[src/rtl/cpu_trace_fifo.sv]
// cpu_trace_fifo: trigger-armed trace capture of a single-cycle CPU's
// retirement stream into a show-ahead FIFO, drained over valid/ready.
//
// Optional build macro: CPU_TRACE_TS_EN adds a free-running 32-bit cycle
// counter; each record stores its push-cycle value, exposed on out_ts.
//
// Ports:
//   clk, rst                 clock, asynchronous active-high reset
//   pc, instr, pcNext,       CPU observation inputs, sampled every cycle
//   aluResult, aluZero,
//   regWrite, branch, memWrite
//   arm, clear               control pulses (clear has priority)
//   trig_pc, cap_len         trigger address, records per capture (0 = unlimited)
//   out_valid/out_ready      head handshake; out_pc/instr/result/flags head fields
//   out_ts                   head timestamp (CPU_TRACE_TS_EN builds only)
//   level, drop_cnt, state   occupancy, saturating drop count, capture state
//
// state | meaning
// ------+----------------------------------------------
// IDLE  | nothing recorded, waiting for arm
// ARMED | waiting for pc == trig_pc
// CAPTURE | pushing one record per cycle
// DONE  | capture length reached, FIFO retained
module cpu_trace_fifo #(
  parameter int DEPTH  = 16,
  parameter int ADDR_W = 4,
  parameter int CNT_W  = 8
) (
  input  logic              clk,
  input  logic              rst,
  input  logic [31:0]       pc,
  input  logic [31:0]       instr,
  input  logic [31:0]       pcNext,
  input  logic [31:0]       aluResult,
  input  logic              aluZero,
  input  logic              regWrite,
  input  logic              branch,
  input  logic              memWrite,
  input  logic              arm,
  input  logic              clear,
  input  logic [31:0]       trig_pc,
  input  logic [CNT_W-1:0]  cap_len,
  output logic              out_valid,
  input  logic              out_ready,
  output logic [31:0]       out_pc,
  output logic [31:0]       out_instr,
  output logic [31:0]       out_result,
  output logic [4:0]        out_flags,
`ifdef CPU_TRACE_TS_EN
  output logic [31:0]       out_ts,
`endif
  output logic [ADDR_W:0]   level,
  output logic [CNT_W-1:0]  drop_cnt,
  output logic [1:0]        state
);

  typedef enum logic [1:0] {
    IDLE    = 2'd0,
    ARMED   = 2'd1,
    CAPTURE = 2'd2,
    DONE    = 2'd3
  } state_t;

  state_t            state_q, state_d;
  logic [CNT_W-1:0]  cap_cnt, cap_cnt_d, cap_next;
  logic [ADDR_W-1:0] wr_ptr, rd_ptr;
  logic [ADDR_W:0]   count;
  logic [31:0]       mem_pc     [DEPTH];
  logic [31:0]       mem_instr  [DEPTH];
  logic [31:0]       mem_result [DEPTH];
  logic [4:0]        mem_flags  [DEPTH];
  logic taken, trig_hit, attempt, full, empty, pop, push, drop, cap_last;

  assign taken    = pcNext != (pc + 32'd4);
  assign full     = count == (ADDR_W+1)'(DEPTH);
  assign empty    = count == '0;
  assign pop      = !empty && out_ready && !clear;
  assign trig_hit = (state_q == ARMED) && (pc == trig_pc);
  assign attempt  = !clear && (trig_hit || state_q == CAPTURE);
  // A pop frees the head slot in the same cycle, so a full FIFO still accepts.
  assign push     = attempt && (!full || pop);
  assign drop     = attempt && full && !pop;
  assign cap_next = cap_cnt + CNT_W'(1);
  assign cap_last = (cap_len != '0) && (cap_next == cap_len);

  always_ff @(posedge clk or posedge rst) begin
    if (rst) begin
      state_q <= IDLE;
      cap_cnt <= '0;
    end else begin
      state_q <= state_d;
      cap_cnt <= cap_cnt_d;
    end
  end

  always_comb begin
    state_d   = state_q;
    cap_cnt_d = cap_cnt;
    if (clear) begin
      state_d   = IDLE;
      cap_cnt_d = '0;
    end else begin
      case (state_q)
        IDLE, DONE: begin
          if (arm) begin
            state_d   = ARMED;
            cap_cnt_d = '0;
          end
        end
        ARMED: begin
          if (trig_hit) begin
            cap_cnt_d = cap_next;
            state_d   = cap_last ? DONE : CAPTURE;
          end
        end
        CAPTURE: begin
          cap_cnt_d = cap_next;
          if (cap_last) state_d = DONE;
        end
        default: state_d = IDLE;
      endcase
    end
  end

  always_ff @(posedge clk or posedge rst) begin
    if (rst) begin
      wr_ptr   <= '0;
      rd_ptr   <= '0;
      count    <= '0;
      drop_cnt <= '0;
    end else if (clear) begin
      wr_ptr   <= '0;
      rd_ptr   <= '0;
      count    <= '0;
      drop_cnt <= '0;
    end else begin
      if (push) wr_ptr <= wr_ptr + ADDR_W'(1);
      if (pop)  rd_ptr <= rd_ptr + ADDR_W'(1);
      case ({push, pop})
        2'b10:   count <= count + (ADDR_W+1)'(1);
        2'b01:   count <= count - (ADDR_W+1)'(1);
        default: count <= count;
      endcase
      if (drop && drop_cnt != '1) drop_cnt <= drop_cnt + CNT_W'(1);
    end
  end

  // Storage needs no reset: out_* are forced to zero whenever the FIFO is empty.
  always_ff @(posedge clk) begin
    if (push) begin
      mem_pc[wr_ptr]     <= pc;
      mem_instr[wr_ptr]  <= instr;
      mem_result[wr_ptr] <= aluResult;
      mem_flags[wr_ptr]  <= {taken, memWrite, branch, regWrite, aluZero};
    end
  end

  assign out_valid  = !empty;
  assign out_pc     = empty ? '0 : mem_pc[rd_ptr];
  assign out_instr  = empty ? '0 : mem_instr[rd_ptr];
  assign out_result = empty ? '0 : mem_result[rd_ptr];
  assign out_flags  = empty ? '0 : mem_flags[rd_ptr];
  assign level      = count;
  assign state      = state_q;

`ifdef CPU_TRACE_TS_EN
  logic [31:0] ts_cnt;
  logic [31:0] mem_ts [DEPTH];

  // Free-running; clear deliberately leaves it alone.
  always_ff @(posedge clk or posedge rst) begin
    if (rst) ts_cnt <= '0;
    else     ts_cnt <= ts_cnt + 32'd1;
  end

  always_ff @(posedge clk) begin
    if (push) mem_ts[wr_ptr] <= ts_cnt;
  end

  assign out_ts = empty ? '0 : mem_ts[rd_ptr];
`endif

endmodule

[config.mk]
export PLATFORM = sky130hd
export DESIGN_NAME = cpu_trace_fifo
export DESIGN_NICKNAME = d
export VERILOG_FILES = /design/src/rtl/cpu_trace_fifo.sv
export SDC_FILE = /design/constraint.sdc
export NUM_CORES = 1
export LEC_CHECK = 0
export ABC_AREA = 1
export CORE_MARGIN = 2
export CORE_UTILIZATION = 40
export DETAILED_ROUTE_END_ITERATION = 12
export PLACE_DENSITY = 0.62
export SYNTH_ARGS = -nofsm -noshare
export SYNTH_HDL_FRONTEND = slang
export SYNTH_SLANG_ARGS = --single-unit
[constraint.sdc]
create_clock -name clk -period 11.35 [get_ports clk]
set_clock_uncertainty 0.2 [all_clocks]
set_input_delay 1.7025 -clock clk [delete_from_list [all_inputs] [get_ports clk]]
set_output_delay 1.7025 -clock clk [all_outputs]
set_load 0.05 [all_outputs]
# Word level (Yosys, flattened, before mapping)
# Memories as Yosys holds them, arrays and structs flattened.
# Cells that the tools add are included.
# totals
reg_bits	31
ramBits	1616
out_inout_bits	117
wordCells	79
n_memories	4
# classes
add_sub_neg	7
eq_ne	13
muxes	24
n_reduce_logical	25
# mem_list
memory	depth	word_bits	rd	rd_clocked_by_memory_dff	wr	line	text
mem_instr	16	32	1	0	1	69	logic [31:0] mem_instr [DEPTH];
mem_pc	16	32	1	0	1	68	logic [31:0] mem_pc [DEPTH];
mem_result	16	32	1	0	1	70	logic [31:0] mem_result [DEPTH];
mem_flags	16	5	1	0	1	71	logic [4:0] mem_flags [DEPTH];
# op_table
op	n
$mux W32	3
$mux W8	5
$add A32 B3 Y32 const B	1
$eq A32 B32 Y1	1
$ne A32 B32 Y1	1
$pmux W8 S3	1
$add A8 B1 Y8 const B	2
$mux W4	4
$mux W5	2
$pmux W5 S2	1
$logic_and A1 B1 Y1	9
$ne A3 B3 Y1 const B	3
$add A4 B1 Y4 const B	2
$eq A8 B8 Y1	1
$mux W2	4
$ne A8 B8 Y1 const B	1
$reduce_bool A8 Y1	1
$eq A2 B2 Y1 const B	3
$pmux W2 S3	1
$reduce_bool A2 Y1	3
$add A5 B1 Y5 const B	1
$eq A5 B5 Y1 const B	1
$logic_not A5 Y1	1
$sub A5 B1 Y5 const B	1
9 further kinds	16

# Depth between registers and ports, before layout
# logic_depth
depth_word	9
mapped_depth	21

# Worst setup path after synthesis
# No wires, ideal clock.
# synth_timing
kind	input port to flip-flop
from	input pc[7]
to	memory mem_flags[15][0], enable pin
setup_ns	0.685
arrival_time_ns	9.644
required_ns	10.465
slack_ns	0.821
cell_stages	11
cell_sequence	buf_2 inv_1 nand2_1 nand2_1 nor2_1 nand3_1 nor3_1 nand3_2 a21boi_4 nand2_2 nor3_1
# synth_between
elab_chain_cells	7
# synth_lines
item	line	text
from (decl)	31	input logic [31:0] pc,
$eq A32 B32 Y1	78	assign trig_hit = (state_q == ARMED) && (pc == trig_pc);
$logic_and A1 B1 Y1	78	
$logic_or A1 B1 Y1	79	assign attempt = !clear && (trig_hit || state_q == CAPTURE);
$logic_and A1 B1 Y1	79	
$logic_and A1 B1 Y1	81	assign push = attempt && (!full || pop);
$mux W1	150	if (push) begin
$mux W1 (not written as such)	154	mem_flags[wr_ptr] <= {taken, memWrite, branch, regWrite, aluZero};
to (decl)	71	
# Every way passes these cells.

# Worst setup path in the final report
# layout_timing
from	register rd_ptr[0]
to	output out_instr[24]
# layout_between
elab_chain_cells	2
# layout_lines
item	line	text
from (decl)	66	logic [ADDR_W-1:0] wr_ptr, rd_ptr;
from (signal assigned)	138	if (pop) rd_ptr <= rd_ptr + ADDR_W'(1);
$mem_v2 Z16 W32	n/a	
$mux W32	160	assign out_instr = empty ? '0 : mem_instr[rd_ptr];
to (decl)	46	output logic [31:0] out_instr,
# Every way passes these cells.

==> flow_summary.yaml <==
status:
  status: "complete, no violations"
sta:
  fmax_ghz: 0.134
  min_period_ns: 7.44
  fin_crit_sh_pct: 65.6
  finalWorstSetupSlack_ns: 3.91
  hold_viol: 0
  relSlewSlack_pct: 24.1
  drv_slew: 0
  rsz0062_at_grt: "false"
  setup_tns_ns: 0
  tightestPinTransition_ns: 1.14
  setup_viol: 0
yosys:
  avgSynthCellArea_sq_um: 13.0
  netlist_area_sq_mm: 0.0665
  ys_ff_latch: 1647
  synth_seq_area_share_pct: 74.1
  yosys_warnings: 0
  syn_inst: 5103
  synth_nets: 5294
  ys_types: 40
pwr:
  cellPowerDensity_mw_per_mm2: 224
  p_leak_nw: 24.7
  peakVddDrop_v: 0.000189
flow_run:
  cap_violations: 0
clock_network:
  ctsHoldBuffers: 0
  cts.path.max_buffers: 3
  htree_levels: 4
  cts_buffers: 170
  cts.repair.resized: 0
  root_buffer: "clkbuf_16"
  postCtsSetupBuffers: 0
  cts_tree: "done"
  cts.clk_slew.worst_paths_ns: 0.06
  worstSkewPairLatency_ns: 0.81
  clkSinkCount: 1647
floorplanning:
  die_x_microns: 412
  initial_utilization_pct: 40.3
  core_area_sq_mm: 0.165
  io_pins: 294
  die-area_sq_mm: 0.170
  num_rows: 149
  dieHeight_microns: 412
global_route:
  use_met2_pct: 34.0
  use_met3_pct: 4.03
  globalRouteTotalUtil_pct: 21.4
  grt_pass1_vias: 42300
  busiest_layer: "met2"
  antenna_found_initial: 16
  grt_overflow: 0
  gr-usage-met1_pct: 29.7
  grt_max_degree: 213
  grt_pass1_wl_mm: 273
setup_path:
  slowest_stage: "clkdlybuf4s50_1"
  worstPathCellList: "buf_4, buf_4, o21ai_0, o221ai_1, nand3_1, a21oi_1, clkdlybuf4s50_1"
  cp.buffers_inverters: 3
  cp_common_cell: "buf_4"
  critPathArrivalTime_ns: 5.54
  critPathKind: "register to primary output"
  worstPathRequired_ns: 9.45
  critPathMaxStageDelay_ns: 0.94
  cp-start-kind: "register"
  end_kind: "primary output"
  worstPathMaxFanout: 102
  path_delay_family: "buffers and inverters"
cells_and_area:
  drive_above_1_share_pct: 6.33
  syn_to_final_growth_pct: 15.7
  nets: 5474
  fillers: 14500
  instances_no_fill: 7616
  final_util_pct: 46.6
placement:
  gp_routability_congestion: 0.885
  dp.cells: 7300
  port_buffers: 293
  dp_hpwl_mm: 95.2
  dpl_worst_slack_ns: 4.36
routing:
  drtIter0Drc: 4303
  dr.pass1.iters: 8
  avgViaCountPerCell: 5.68
  wl_per_cell_microns: 24.3
  ant_nets: 0
  drc: 0
  wl_mm: 185
  num_vias: 43300
min_path:
  hp-class: "register to register"
sequential cells by signal, summed over array words and instances (netlist names):
signal / cells
wr_ptr: 4
level: 5
rd_ptr: 4
state: 2
mem_instr: 512
mem_flags: 80
mem_pc: 512
mem_result: 512
drop_cnt: 8
cap_cnt: 8
worst min-delay path, cell delays in order, from the launching register on:
cell and delay [ns]:
dfrtp_1 0.37, inv_1 0.06, o21ai_0 0.08
final timing paths:
| path | startpoint | endpoint | slack [ns] | cells after the start |
|---|---|---|---|---|
| worst min register to register | cap_cnt[7] | cap_cnt[7] | 0.36 | 2 |
| worst max register to register | state[1] | mem_instr[8][13] | 6.52 | 13 |
| worst max-delay path | rd_ptr[0] | out_instr[24] | 3.91 | 7 |
| worst min-delay path | cap_cnt[7] | cap_cnt[7] | 0.36 | 2 |
| max in group asynchronous | rst | rd_ptr[3] | 9.49 | 3 |
| min in group asynchronous | rst | cap_cnt[0] | 1.08 | 3 |
metrics by stage:
stage | hold WS (ns) | area [sq um] | total power, mW
final | 0.360 | 76900 | 17.2
after global routing | 0.393 | 76900 | 17.9
after CTS | 0.361 | 76900 | 17.4
after detailed placement | 0.346 | 71600 | 12.0
after global placement | 0.338 | 71600 | 12.0
after floorplan | 0.307 | 66500 | 10.2
layout by cell type, fill, tap and decap left out, drive strengths merged, types with 2 or more instances in the layout:
cell type,count
buf,65
ha,13
xnor2,17
o221ai,278
and2,4
o21ai,828
or2,2
nor3,16
nand3,157
nand2,289
diode,7
a21oi,112
clkinv,78
bufinv,11
o22ai,126
nor2,919
inv,152
xor2,34
edfxtp,1616
dfrtp,31
a22o,2
nor4,2
clkdlybuf4s50,293
a21o,3
o211ai,126
nand3b,6
nand4,24
clkbuf,210
cell type report:
cell class | count | area (sq um) | area share [%]
clock buffer | 210 | 4430 | 5.75
tap | 2189 | 2740 | 3.56
inverter | 143 | 567 | 0.737
timing repair buffer | 358 | 3570 | 4.64
antenna | 7 | 17.5 | 0.0228
sequential | 1647 | 49300 | 64.1
clock inverter | 99 | 881 | 1.14
multi-input combinational | 2963 | 15400 | 20.0
logic make-up (layout without fill, tap and decap cells):
group / after synthesis / in the layout / synth area share (%)
other: 0 / 7 / 0
AND/OR/NAND/NOR: 1419 / 1419 / 8.60
XOR/XNOR: 51 / 51 / 0.672
flip-flops: 1647 / 1647 / 74.1
buffers and inverters: 493 / 810 / 2.85
AO/OA/AOI/OAI: 1479 / 1479 / 13.5
adder cells (fa/ha/maj): 14 / 14 / 0.275
report_power, final:
part	total [mW]	leakage (nW)	switching, mW	internal, mW
logic	5.05	7.08	3.70	1.35
registers	6.84	15.0	0.0765	6.76
clock network	5.35	2.61	2.31	3.03
cell usage after synthesis, drive strengths merged:
master,n,share of area [%]
o21bai,1,0.011
ha,13,0.24
dfrtp,31,1.2
a21oi,112,0.84
buf,51,0.36
nor3,16,0.14
a21boi,1,0.028
o21a,1,0.011
a31oi,1,0.0094
xor2,34,0.45
o21ai,828,6.2
nand4,24,0.25
clkbuf,299,1.7
clkinv,3,0.017
nand2,289,1.7
and2,4,0.038
edfxtp,1616,73
inv,140,0.79
xnor2,17,0.22
fa,1,0.030
o22ai,126,1.2
nor4,2,0.019
nand3b,6,0.068
o211ai,126,1.4
nand3,157,1.2
a22o,2,0.026
o221ai,278,3.7
or2,2,0.019
nor2,919,5.2
a21o,3,0.034
metal layers:
layer | vias up | share of wire, %
met4 | 8 | 2.9
met3 | 311 | 7.3
met2 | 1619 | 47
met1 | 21800 | 43
met5 | - | 0.026
li1 | 19600 | -
No activity file was read; power rests on OpenSTA's default activity.
